$ cat src/rtl/clk_div_multi.sv
`default_nettype none
// ============================================================================
// Module   : clk_div_multi
// Brief    : N-channel run-time programmable clock/strobe divider with
//            shadowed, glitch-free reconfiguration and sync realignment.
// Revision : 1.0 - initial release
// ============================================================================
module clk_div_multi #(
    parameter int N_CH        = 4,
    parameter int CNT_W       = 16,
    parameter int DEFAULT_DIV = 2
) (
    input  logic                                         clk_in,
    input  logic                                         rst,
    input  logic                                         ce,
    input  logic                                         cfg_we,
    input  logic [((N_CH > 1) ? $clog2(N_CH) : 1)-1:0]   cfg_ch,
    input  logic [CNT_W-1:0]                             cfg_div,
    input  logic [CNT_W-1:0]                             cfg_high,
    input  logic [CNT_W-1:0]                             cfg_phase,
    input  logic                                         sync,
    output logic [N_CH-1:0]                              cfg_pend,
    output logic [N_CH-1:0]                              tick,
    output logic [N_CH-1:0]                              clk_out
);

    localparam int               CH_W       = (N_CH > 1) ? $clog2(N_CH) : 1;
    localparam logic [CNT_W-1:0] c_def_div  = CNT_W'(DEFAULT_DIV);
    localparam logic [CNT_W-1:0] c_def_high = CNT_W'(DEFAULT_DIV / 2);
    localparam logic [CNT_W-1:0] c_zero     = '0;
    localparam logic [CNT_W-1:0] c_one      = CNT_W'(1);
    localparam logic [CNT_W-1:0] c_two      = CNT_W'(2);

    for (genvar gi = 0; gi < N_CH; gi++) begin : g_ch
        logic [CNT_W-1:0] r_div, r_high, r_phase;
        logic [CNT_W-1:0] r_sh_div, r_sh_high, r_sh_phase;
        logic [CNT_W-1:0] r_cnt;
        logic             r_pend, r_clk, r_tick;

        logic             w_sel, w_en, w_wrap, w_commit;
        logic [CNT_W-1:0] w_div, w_high, w_phase, w_ld, w_inc;
        logic [CNT_W-1:0] w_cnt_nxt;
        logic             w_clk_nxt, w_tick_nxt, w_pend_nxt;

        assign w_sel = cfg_we && (cfg_ch == CH_W'(gi));

        always_comb begin
            w_en       = (r_div >= c_two);
            w_wrap     = ce && w_en && (r_cnt == r_div - c_one);
            // A disabled channel has no boundary to wait for, so a pending shadow lands at once.
            w_commit   = r_pend && (sync || w_wrap || !w_en);
            w_div      = w_commit ? r_sh_div   : r_div;
            w_high     = w_commit ? r_sh_high  : r_high;
            w_phase    = w_commit ? r_sh_phase : r_phase;
            w_ld       = (w_phase < w_div) ? w_phase : c_zero;
            w_inc      = r_cnt + c_one;
            w_cnt_nxt  = r_cnt;
            w_clk_nxt  = r_clk;
            w_tick_nxt = 1'b0;
            w_pend_nxt = w_sel || (r_pend && !w_commit);
            if (sync) begin
                if (w_div >= c_two) begin
                    w_cnt_nxt = w_ld;
                    w_clk_nxt = (w_ld < w_high);
                end else begin
                    w_cnt_nxt = c_zero;
                    w_clk_nxt = 1'b0;
                end
            end else if (!w_en) begin
                // Park one short of the wrap so the first counted edge starts a full period.
                w_cnt_nxt = (w_commit && (w_div >= c_two)) ? (w_div - c_one) : c_zero;
                w_clk_nxt = 1'b0;
            end else if (w_wrap) begin
                w_cnt_nxt = c_zero;
                if (w_div >= c_two) begin
                    w_clk_nxt  = (c_zero < w_high);
                    w_tick_nxt = 1'b1;
                end else begin
                    w_clk_nxt  = 1'b0;
                end
            end else if (ce) begin
                w_cnt_nxt = w_inc;
                w_clk_nxt = (w_inc < r_high);
            end
        end

        always_ff @(posedge clk_in or negedge rst) begin
            if (!rst) begin
                r_div      <= c_def_div;
                r_high     <= c_def_high;
                r_phase    <= c_zero;
                r_sh_div   <= c_def_div;
                r_sh_high  <= c_def_high;
                r_sh_phase <= c_zero;
                r_pend     <= 1'b0;
                r_cnt      <= c_def_div - c_one;
                r_clk      <= 1'b0;
                r_tick     <= 1'b0;
            end else begin
                if (w_commit) begin
                    r_div   <= r_sh_div;
                    r_high  <= r_sh_high;
                    r_phase <= r_sh_phase;
                end
                if (w_sel) begin
                    r_sh_div   <= cfg_div;
                    r_sh_high  <= cfg_high;
                    r_sh_phase <= cfg_phase;
                end
                r_pend <= w_pend_nxt;
                r_cnt  <= w_cnt_nxt;
                r_clk  <= w_clk_nxt;
                r_tick <= w_tick_nxt;
            end
        end

        assign cfg_pend[gi] = r_pend;
        assign tick[gi]     = r_tick;
        assign clk_out[gi]  = r_clk;
    end

endmodule
`default_nettype wire
$ cat config.mk
export PLATFORM = sky130hd
export DESIGN_NAME = clk_div_multi
export DESIGN_NICKNAME = d
export VERILOG_FILES = /design/src/rtl/clk_div_multi.sv
export SDC_FILE = /design/constraint.sdc
export NUM_CORES = 1
export LEC_CHECK = 0
export ABC_CLOCK_PERIOD_IN_PS = 6550
export BUFFER_PORTS_ARGS = -buffer_cell sky130_fd_sc_hd__buf_2
export CORE_UTILIZATION = 55
export DETAILED_ROUTE_END_ITERATION = 8
export HOLD_SLACK_MARGIN = 0.15
export PLACE_DENSITY_LB_ADDON = 0.12
export SYNTH_ARGS = -nofsm -noshare
export SYNTH_HDL_FRONTEND = slang
export SYNTH_SLANG_ARGS = --single-unit
export TNS_END_PERCENT = 10
$ cat constraint.sdc
create_clock -name clk_in -period 6.55 [get_ports clk_in]
set_clock_uncertainty 0.2 [all_clocks]
set_input_delay 0.9825 -clock clk_in [delete_from_list [all_inputs] [get_ports clk_in]]
set_output_delay 0.9825 -clock clk_in [all_outputs]
set_load 0.05 [all_outputs]
; Yosys cells after proc, flatten, opt, wreduce, memory -nomap -nowiden
; Index checks and enable logic that the tools add are counted.
[word_totals]
wordCells = 212
ff_bits = 460
inputBits = 55
[classes]
magnitude_cmp = 24
add_sub_neg = 12
n_mux = 80
n_eq_ne = 11
n_reduce_logical = 45
[ops]
columns = operator, count
row1 = $mux 16, 40
row2 = $lt 16x16->1, 12
row3 = $ge 16x2->1 const B, 8
row4 = $sub 16x1->16 const B, 8
row5 = $add 16x1->16 const B, 4
row6 = $eq 16x16->1, 4
row7 = $lt 1x16->1 const A, 4
row8 = $mux 1, 40
row9 = $logic_and 1x1->1, 24
row10 = $ne 4x3->1 const B, 4
row11 = $logic_or 1x1->1, 12
row12 = $logic_not 1->1, 8
row13 = $eq 2x2->1 const B, 2
row14 = $eq 2x1->1 const B, 1
row15 = $logic_not 2->1, 1

; Logic depth before layout (Yosys ltp)
; Gate-level depths: netlist (run 1).
[logic_depth]
word_depth = 12
depth_mapped = 36
mapped_depth_nobuf = 32

; Least setup slack after synthesis (run 1)
; No wires, ideal clock.
[synth_path]
path_kind = in2reg
start = input port ce
end = register g_ch[3].r_clk
setup_ns = 0.065
arrival_time_ns = 6.689
cell_stages = 28
required_time_ns = 6.285
path_slack_ns = -0.404
path_buffers = 5
path_cell_list = clkbuf_1 > nand3_1 > a311oi_1 > o2111a_1 > nand4b_1 > o21a_1 > a21oi_1 > buf_2 > buf_2 > clkbuf_1 > a21oi_1 > ha_1 > a21oi_1 > maj3_1 > or2_2 > o211ai_1 > clkbuf_1 > nor2_1 > ha_1 > a21o_1 > a21oi_1 > nor2b_1 > o21ai_0 > nand2b_1 > a21oi_1 > o311ai_1 > a2111oi_0 > o22a_1
[synth_between]
elab_chain_cells = 11
elab_cells_between_ends = 19
cone_classes = order compare (4) / eq/ne (1) / mux (9) / reduce/logical (5)
[synth_lines]
columns = item, line
row1 = from (decl), 15  ; input logic ce,
row2 = $logic_and 1x1->1 (2 in a row), 49  ; w_wrap = ce && w_en && (r_cnt == r_div - c_one);
row3 = $logic_or 1x1->1 (2 in a row), 51  ; w_commit = r_pend && (sync || w_wrap || !w_en);
row4 = $logic_and 1x1->1, 51
row5 = $mux 16, n/a
row6 = "$lt 16x16->1, or another cell as far along", 55  ; w_ld = (w_phase < w_div) ? w_phase : c_zero;
row7 = $mux 16 or $mux 1 (tied branches), "55, 75"
row8 = $lt 16x16->1 or $mux 1 (tied branches), "64, 73"
row9 = "$mux 1, on equally long branches", "62, 69"
row10 = $mux 1, 61  ; if (sync) begin
row11 = to (signal assigned), 112  ; r_clk <= w_clk_nxt;
row12 = to (decl), 38  ; logic r_pend, r_clk, r_tick;
; Several ways; a longest one is shown, not always the timed one.
; A chain may end at the register's enable or synchronous reset.

; Final worst setup path (run 1)
[layout_path]
start = register g_ch[1].r_div[0]
end = register g_ch[1].r_clk
[layout_between]
elab_chain_cells = 12
elab_cells_between_ends = 23
cone_classes = add/sub (1) / order compare (5) / eq/ne (2) / mux (9) / reduce/logical (6)
[layout_lines]
columns = item, line
row1 = from (decl), 35  ; logic [CNT_W-1:0] r_div, r_high, r_phase;
row2 = from (signal assigned), 89  ; r_div <= c_def_div;
row3 = from (signal assigned), 101  ; r_div <= r_sh_div;
row4 = $sub 16x1->16 or $ge 16x2->1 (tied branches), "49, 48"
row5 = $eq 16x16->1 or $logic_and 1x1->1 (tied branches), 49
row6 = $logic_and 1x1->1, 49
row7 = $logic_or 1x1->1 (2 in a row), 51
row8 = $logic_and 1x1->1, 51
row9 = $mux 16, n/a
row10 = "$lt 16x16->1, or another cell as far along", 55
row11 = $mux 16 or $mux 1 (tied branches), "55, 75"
row12 = $lt 16x16->1 or $mux 1 (tied branches), "64, 73"
row13 = "$mux 1, on equally long branches", "62, 69"
row14 = $mux 1, 61
row15 = to (signal assigned), 112
row16 = to (decl), 38
; Several ways; a longest one is shown, not always the timed one.

==> summary.txt, run 1 <==
Detailed routing
  • Number of remaining DRC errors: 0
  • Via Count: 24,800
  • DRT Pass-1 Iters: 5
  • Via density: 6.21
  • Final WL: 101,000 um
  • Drt first-iter violations: 2,377
  • Final ANT Viol Nets: 0
  • WL per Instance: 25.1 um

Finish
  • FILL cells: 4,292
  • Layout cells sized above 1: 25.5%
  • Area growth syn-to-layout: 18.9%
  • Layout Nets: 3,517
  • Core Util, Final: 66.2%

Place
  • Port Buffer Count: 66
  • Pre-CTS setup slack: -0.369 ns
  • Post-DP HPWL: 76,100 um
  • Final Wtd Congestion: between 0.9 and 1

STA
  • Tcrit/Tclk final: 102%
  • Final hold vios: 0
  • Fmax: roughly 150 MHz
  • Setup violations, final: 1
  • Worst Tran Pin Value: 0.960 ns
  • Slew HR: 36.0%
  • Tmin final: 6.66 ns
  • Pins over their slew limit: 0
  • Unrepaired setup endpoints after global routing: yes
  • Final worst setup slack: -0.115 ns

Global routing
  • First-pass GRT wire length: 149,000 um
  • Largest net degree at the start of global routing: 117
  • Vias in the first global route: 23,900
  • GR Util All Layers: 36.9%
  • Initial antenna violation count: 2
  • Grt total ovfl: 0

Power and ir drop
  • Psw: ~6.5 mW
  • Leakage power: 16.2 nW
  • P_int: approximately 9.0 mW
  • Sequential Power Share: 31.1%
  • Worst vdd ir: approximately 0.23 mV
  • Clock power frac: about a fifth
  • Cell Pwr Density: 447 mW/mm2
  • Sw Share: 42.1%
  • Combinational Power Share: 49.3%

Logic synthesis
  • Yosys reg bits: 460
  • Post-synthesis cell area: 0.0292 mm2
  • Cell variety after synth: 97
  • Synth Warn #: 0
  • Async set-reset flop share out of synthesis: 100%
  • Most common cell in the netlist: dfrtp_1
  • Ranking of synthesized cells by area: dfrtp_1, mux2_2, ha_1
  • Yosys top cell by area: dfrtp_1
  • Cells after synthesis: 3,014
  • Top post-synthesis cells by count: dfrtp_1, inv_1, nor2_1
  • Synth top area share: 37.7%
  • EDFF count, synth: 0
  • Syn_nets: 3,265
  • Seq/Total Area, Yosys: roughly 39%
  • Avg Cell Area, Syn: 9.70 um2
  • Top FF cell, synth: dfrtp_1

Status
  • Failing checks: setup timing
  • Status: finished, violations left

Worst setup path
  • Setup crit end kind: flip-flop
  • Critical path peak fanout: 8
  • Worst Path Required: 6.90 ns
  • CP Data Arrival Time: 7.02 ns
  • Max incr delay on CP: 0.53 ns
  • Startpoint Class: flip-flop
  • Critical path class: reg2reg
  • Critical-path top delay cell: or4_4

Clocking
  • CTS tree: yes
  • CTS buffer count: 50
  • Clock latency at the later pin of the worst-skew pair: 0.62 ns
  • Clk root buf: clkbuf_16
  • Clk buf depth: 3
  • Clk slew on worst S/H paths: 0.07 ns
  • H-tree depth: 2
  • TritonCTS Sinks: 460

Die
  • Starting Density: 55.6%
  • # IOs: 67
  • Die area: 0.0541 mm2
  • Die Ht: 233 um
  • Core ar.: approximately 0.053 mm2
  • Die X: ~230 um
  • # rows: 84

Hold path
  • HP Class: in2async

Job
  • Max Cap Viol: 0
## critical path: cells and delay by family (launching register included)
family                     cells  cell delay, ns
AOI/OAI and AO/OA             14            2.55
adders and majority gates      2            0.47
buffers and inverters          5            0.77
DFF                            1            0.42
muxes                          2            0.52
and+or+nand+nor                6            1.66
## layout by cell type (no fill, tap or decap), types with 20 or more instances in the layout
| cell type | count |
|---|---|
| a21o_1 | 43 |
| a21oi_1 | 113 |
| and3_1 | 27 |
| buf_2 | 66 |
| buf_4 | 265 |
| clkbuf_16 | 55 |
| dfrtp_1 | 433 |
| dfstp_2 | 20 |
| ha_1 | 184 |
| inv_1 | 260 |
| mux2_2 | 222 |
| mux2i_1 | 104 |
| mux2i_4 | 21 |
| nand2_1 | 142 |
| nand2b_1 | 29 |
| nand3_1 | 70 |
| nand4_1 | 49 |
| nor2_1 | 257 |
| nor2b_1 | 34 |
| nor3_1 | 58 |
| nor4_1 | 47 |
| o21a_1 | 36 |
| o21ai_0 | 83 |
| or3_1 | 29 |
| xnor2_1 | 115 |
| xor2_1 | 70 |
## flip-flops by register name, indices dropped and copies added (netlist names)
| name | flops |
|---|---|
| g_ch.r_sh_high | 64 |
| g_ch.r_sh_div | 64 |
| g_ch.r_phase | 64 |
| g_ch.r_div | 64 |
| g_ch.r_clk | 4 |
| g_ch.r_tick | 4 |
| g_ch.r_high | 64 |
| g_ch.r_cnt | 64 |
| g_ch.r_sh_phase | 64 |
| g_ch.r_pend | 4 |
## power by group through the flow
stage / combinational, mW / clock (mW) / sequential (mW)
CTS: 7.07 / 3.08 / 4.74
detailed placement: 6.98 / 0 / 4.78
global route: 8.39 / 3.19 / 4.92
global placement: 6.80 / 0 / 4.75
floorplan: 4.86 / 0 / 4.23
finish: 7.66 / 3.05 / 4.84
## layout make-up
cell class | count | area [um2] | share of cell area [%]
multi-input combinational | 2131 | 16800 | 48.5
antenna | 5 | 12.5 | 0.0360
clock buffer | 67 | 1440 | 4.13
clock inverter | 26 | 315 | 0.907
tap | 688 | 861 | 2.48
timing repair buffer | 354 | 2740 | 7.88
sequential | 460 | 11500 | 33.2
inverter | 269 | 1010 | 2.90
## timing repair
item / 4_1_cts / 5_1_grt
buffers inserted: 0 / 31
pin swaps: 1 / 49
gates cloned: 0 / 5
setup endpoints to repair: 3 / 4
resized for setup: 10 / 135
hold buffers: 0 / 0
## metal layers
layer	GRT usage (%)	vias up	wire, um
met2	56.3	1034	44500
met3	5.61	218	7140
met5	0	-	26
met1	51.8	12400	44000
li1	-	11200	-
met4	16.2	4	4860
## cells by family after synthesis
kind of cell    Yosys count  share of synthesized area (%)
simple gates            858                           14.9
xor+xnor                187                           5.69
buf+inv                 423                           5.78
mux                     361                           13.3
fa+ha+maj               202                           8.59
flops                   460                           39.4
compound gates          523                           12.2
## through the flow
step                      power (mW)  setup TNS [ns]  std cells  instance area (um2)  hold slack (ns)
after global routing            16.5          -0.668       3995                34800            0.270
after global placement          11.5          -0.313       3867                31900            0.285
after detailed placement        11.8          -0.622       3867                31900            0.290
final                           15.5          -0.115       4000                34800            0.198
after CTS                       14.9        -0.00297       3960                33700            0.250
after floorplan                 9.09          -0.245       3014                29400            0.252
## final timing paths
path | endpoint | start | cells after the start | slack, ns
max in group asynchronous | g_ch[3].r_div[0] | rst | 2 | 4.36
max reg2reg | g_ch[1].r_clk | g_ch[1].r_div[0] | 29 | -0.11
min reg2reg | g_ch[1].r_sh_phase[0] | g_ch[1].r_sh_phase[0] | 1 | 0.31
max | g_ch[1].r_clk | g_ch[1].r_div[0] | 29 | -0.11
min | g_ch[2].r_cnt[9] | rst | 1 | 0.20
min in group clk_in | g_ch[1].r_sh_phase[0] | g_ch[1].r_sh_phase[0] | 1 | 0.31
No activity file was read; power rests on OpenSTA's default activity.
==> inputs of run 2 (changes only) <==
--- a/config.mk
+++ b/config.mk
@@ -5,9 +5,11 @@
 export SDC_FILE = /design/constraint.sdc
 export NUM_CORES = 1
 export LEC_CHECK = 0
+export ABC_AREA = 1
 export ABC_CLOCK_PERIOD_IN_PS = 6550
 export BUFFER_PORTS_ARGS = -buffer_cell sky130_fd_sc_hd__buf_2
 export CORE_UTILIZATION = 55
+export CTS_BUF_LIST = sky130_fd_sc_hd__clkbuf_16
 export DETAILED_ROUTE_END_ITERATION = 8
 export HOLD_SLACK_MARGIN = 0.15
 export PLACE_DENSITY_LB_ADDON = 0.12
==> summary.txt, run 2 <==
Status
  • Status: finished, final reports clean (was finished, violations left)

Detailed routing
  • Number of remaining DRC errors: 0 (unchanged)
  • Final ANT Viol Nets: 0 (unchanged)
  • Via density: 5.48 (was 6.21)
  • Drt first-iter violations: 2,136 (was 2,377)
  • DRT Pass-1 Iters: 6 (was 5)
  • Final WL: 85,800 um (was 101,000 um)
  • Via Count: 25,000 (was 24,800)
  • WL per Instance: 18.8 um (was 25.1 um)

Die
  • Die area: 0.0536 mm2 (was 0.0541 mm2)
  • Starting Density: 56.0% (was 55.6%)
  • Core ar.: 0.0517 mm2 (was 0.0526 mm2)
  • # rows: 83 (was 84)
  • Die Ht: 232 um (was 233 um)
  • # IOs: 67 (unchanged)
  • Die X: 232 um (was 233 um)

Power and ir drop
  • Worst vdd ir: 0.217 mV (was 0.232 mV)
  • Leakage power: 16.3 nW (was 16.2 nW)
  • Cell Pwr Density: 361 mW/mm2 (was 447 mW/mm2)
  • Total power: 11.4 mW (was 15.5 mW)

STA
  • Fmax: 170 MHz (was 150 MHz)
  • Final worst setup slack: 0.661 ns (was -0.115 ns)
  • Slew HR: 33.0% (was 36.0%)
  • Unrepaired setup endpoints after global routing: no (was yes)
  • Pins over their slew limit: 0 (unchanged)
  • Setup violations, final: 0 (was 1)
  • Final setup TNS: 0 ns (was -0.115 ns)
  • Min Hold Slack: 0.183 ns (was 0.198 ns)
  • Final hold vios: 0 (unchanged)
  • Tcrit/Tclk final: 89.9% (was 102%)
  • Worst Tran Pin Value: 1.00 ns (was 0.960 ns)
  • Tmin final: 5.89 ns (was 6.66 ns)

Place
  • Post-DP HPWL: 64,800 um (was 76,100 um)
  • Placed insts: 4,467 (was 3,867)
  • Dpl cell area: 0.0299 mm2 (was 0.0319 mm2)
  • Port Buffer Count: 66 (unchanged)
  • Final Wtd Congestion: 0.940 (was 0.993)
  • Pre-CTS setup slack: 0.198 ns (was -0.369 ns)

Global routing
  • Vias in the first global route: 23,300 (was 23,900)
  • Grt total ovfl: 0 (unchanged)
  • First-pass GRT wire length: 134,000 um (was 149,000 um)
  • GR Util All Layers: 32.6% (was 36.9%)
  • Initial antenna violation count: 6 (was 2)
  • Largest net degree at the start of global routing: 120 (was 117)

Logic synthesis
  • Most common cell in the netlist: nand2_1 (was dfrtp_1)
  • Seq/Total Area, Yosys: 39.8% (was 39.4%)
  • Yosys reg bits: 460 (unchanged)
  • Synth Warn #: 0 (unchanged)
  • Syn_nets: 4,059 (was 3,265)
  • Post-synthesis cell area: 0.0290 mm2 (was 0.0292 mm2)
  • Cell variety after synth: 57 (was 97)
  • EDFF count, synth: 0 (unchanged)
  • Cells after synthesis: 3,808 (was 3,014)
  • Top FF cell, synth: dfrtp_1 (unchanged)
  • Synth top area share: 38.0% (was 37.7%)
  • Avg Cell Area, Syn: 7.61 um2 (was 9.70 um2)
  • Async set-reset flop share out of synthesis: 100% (unchanged)
  • Yosys top cell by area: dfrtp_1 (unchanged)
  • Ranking of synthesized cells by area: dfrtp_1, nand2_1, ha_1 (was dfrtp_1, mux2_2, ha_1)
  • Top post-synthesis cells by count: nand2_1, inv_1, dfrtp_1 (was dfrtp_1, inv_1, nor2_1)

Finish
  • Design area: 0.0316 mm2 (was 0.0348 mm2)
  • Layout cells sized above 1: 9.08% (was 25.5%)
  • Multi-input gate area: 0.0146 mm2 (was 0.0168 mm2)
  • FILL cells: 4,795 (was 4,292)
  • Commonest non-fill, non-tap cell in the layout: nand2_1 (was dfrtp_1)
  • Area growth syn-to-layout: 9.00% (was 18.9%)
  • Layout Cells excl Fill: 4,559 (was 4,000)
  • Layout Nets: 4,091 (was 3,517)
  • Core Util, Final: 61.1% (was 66.2%)
  • Register area: 0.0115 mm2 (about the same)
  • Commonest cells after routing, fill and taps aside: nand2_1, inv_1, dfrtp_1 (was dfrtp_1, buf_4, inv_1)

Worst setup path
  • Startpoint Class: flip-flop (unchanged)
  • Setup crit end kind: flip-flop (unchanged)
  • Max incr delay on CP: 0.57 ns (was 0.53 ns)
  • Critical path peak fanout: 37 (was 8)
  • CP Data Arrival Time: 6.21 ns (was 7.02 ns)
  • Critical-path top delay cell: dfstp_2 (was or4_4)
  • Critical path class: reg2reg (unchanged)
  • Worst Path Required: 6.88 ns (was 6.90 ns)
  • Most common cell on crit path: nand2_1
  • Cells on worst reg2reg path: 30 (was 29)

Job
  • Max Cap Viol: 0 (unchanged)

Clocking
  • Clk slew on worst S/H paths: 0.06 ns (was 0.07 ns)
  • Post-CTS setup buffer count: 0 (unchanged)
  • Clock latency at the later pin of the worst-skew pair: 0.61 ns (was 0.62 ns)
  • CTS tree: yes (unchanged)
  • Post-CTS Hold Fix Bufs: 0 (unchanged)
  • Number of gates resized after cts: 0 (was 10)
  • CTS buffer count: 51 (was 50)
  • H-tree depth: 2 (unchanged)
  • Clk root buf: clkbuf_16 (unchanged)
  • TritonCTS Sinks: 460 (unchanged)
  • Clk buf depth: 3 (unchanged)

Hold path
  • HP Class: in2async (unchanged)
## run 2: cell count changes in the layout (fill, tap and decap cells not counted), moves of 51 or more
cell     before  now
nand2_1     142  953
mux2_2      222    0
o21ai_0      83  325
xor2_1       70  121
nand3_1      70  121
inv_1       260  559
o21ai_1      12   77
buf_4       265   46
mux2i_1     104    0
xnor2_1     115   33
## run 2: cell type report
type	instances	share of cell area, %
clock inverter	38	1.11
timing repair buffer	115	2.36
tap	680	2.69
clock buffer	53	4.20
multi-input combinational	2637	46.3
antenna	1	0.00792
sequential	460	36.5
inverter	575	6.83
## run 2: where the power goes
| part | internal, mW | switching (mW) |
|---|---|---|
| clock network | 1.70 | 1.24 |
| registers | 3.48 | 0.533 |
| logic | 1.56 | 2.88 |
| total | 6.74 | 4.65 |
## run 2: path summary, 6_finish.rpt
path | start | end | slack, ns
worst max-delay path | g_ch[1].r_div[1] | g_ch[1].r_clk | 0.66
worst min-delay path | rst | g_ch[1].r_tick | 0.18
worst max register to register | g_ch[1].r_div[1] | g_ch[1].r_clk | 0.66
worst min register to register | g_ch[1].r_sh_high[4] | g_ch[1].r_sh_high[4] | 0.28
max in group asynchronous | rst | g_ch[0].r_div[10] | 4.51
min in group clk_in | g_ch[1].r_sh_high[4] | g_ch[1].r_sh_high[4] | 0.28
## run 2: cells by family after synthesis
kind of cell               count (synthesis)  share of synthesized area (%)
xor gates and xnor gates                 154                           4.65
buffers and inverters                    711                           9.85
adders and majority gates                196                           8.46
AOI/OAI and AO/OA                        691                           13.3
DFF                                      460                           39.8
and+or+nand+nor                         1596                           23.9
## run 2: critical path, delay by kind of cell, from the launching register on
family / cells / cell delay [ns]
fa+ha+maj: 3 / 0.79
flops: 1 / 0.57
buf+inv: 2 / 0.39
simple gates: 16 / 2.23
compound gates: 8 / 1.39
xor+xnor: 1 / 0.19
## run 2: metal layers
layer | global-route usage (%) | vias to the layer above | routed length [um]
li1 | - | 12300 | -
met2 | 49.6 | 848 | 37300
met1 | 47.2 | 11700 | 39100
met3 | 5.99 | 150 | 6730
met4 | 9.99 | 8 | 2590
met5 | 0 | - | 49
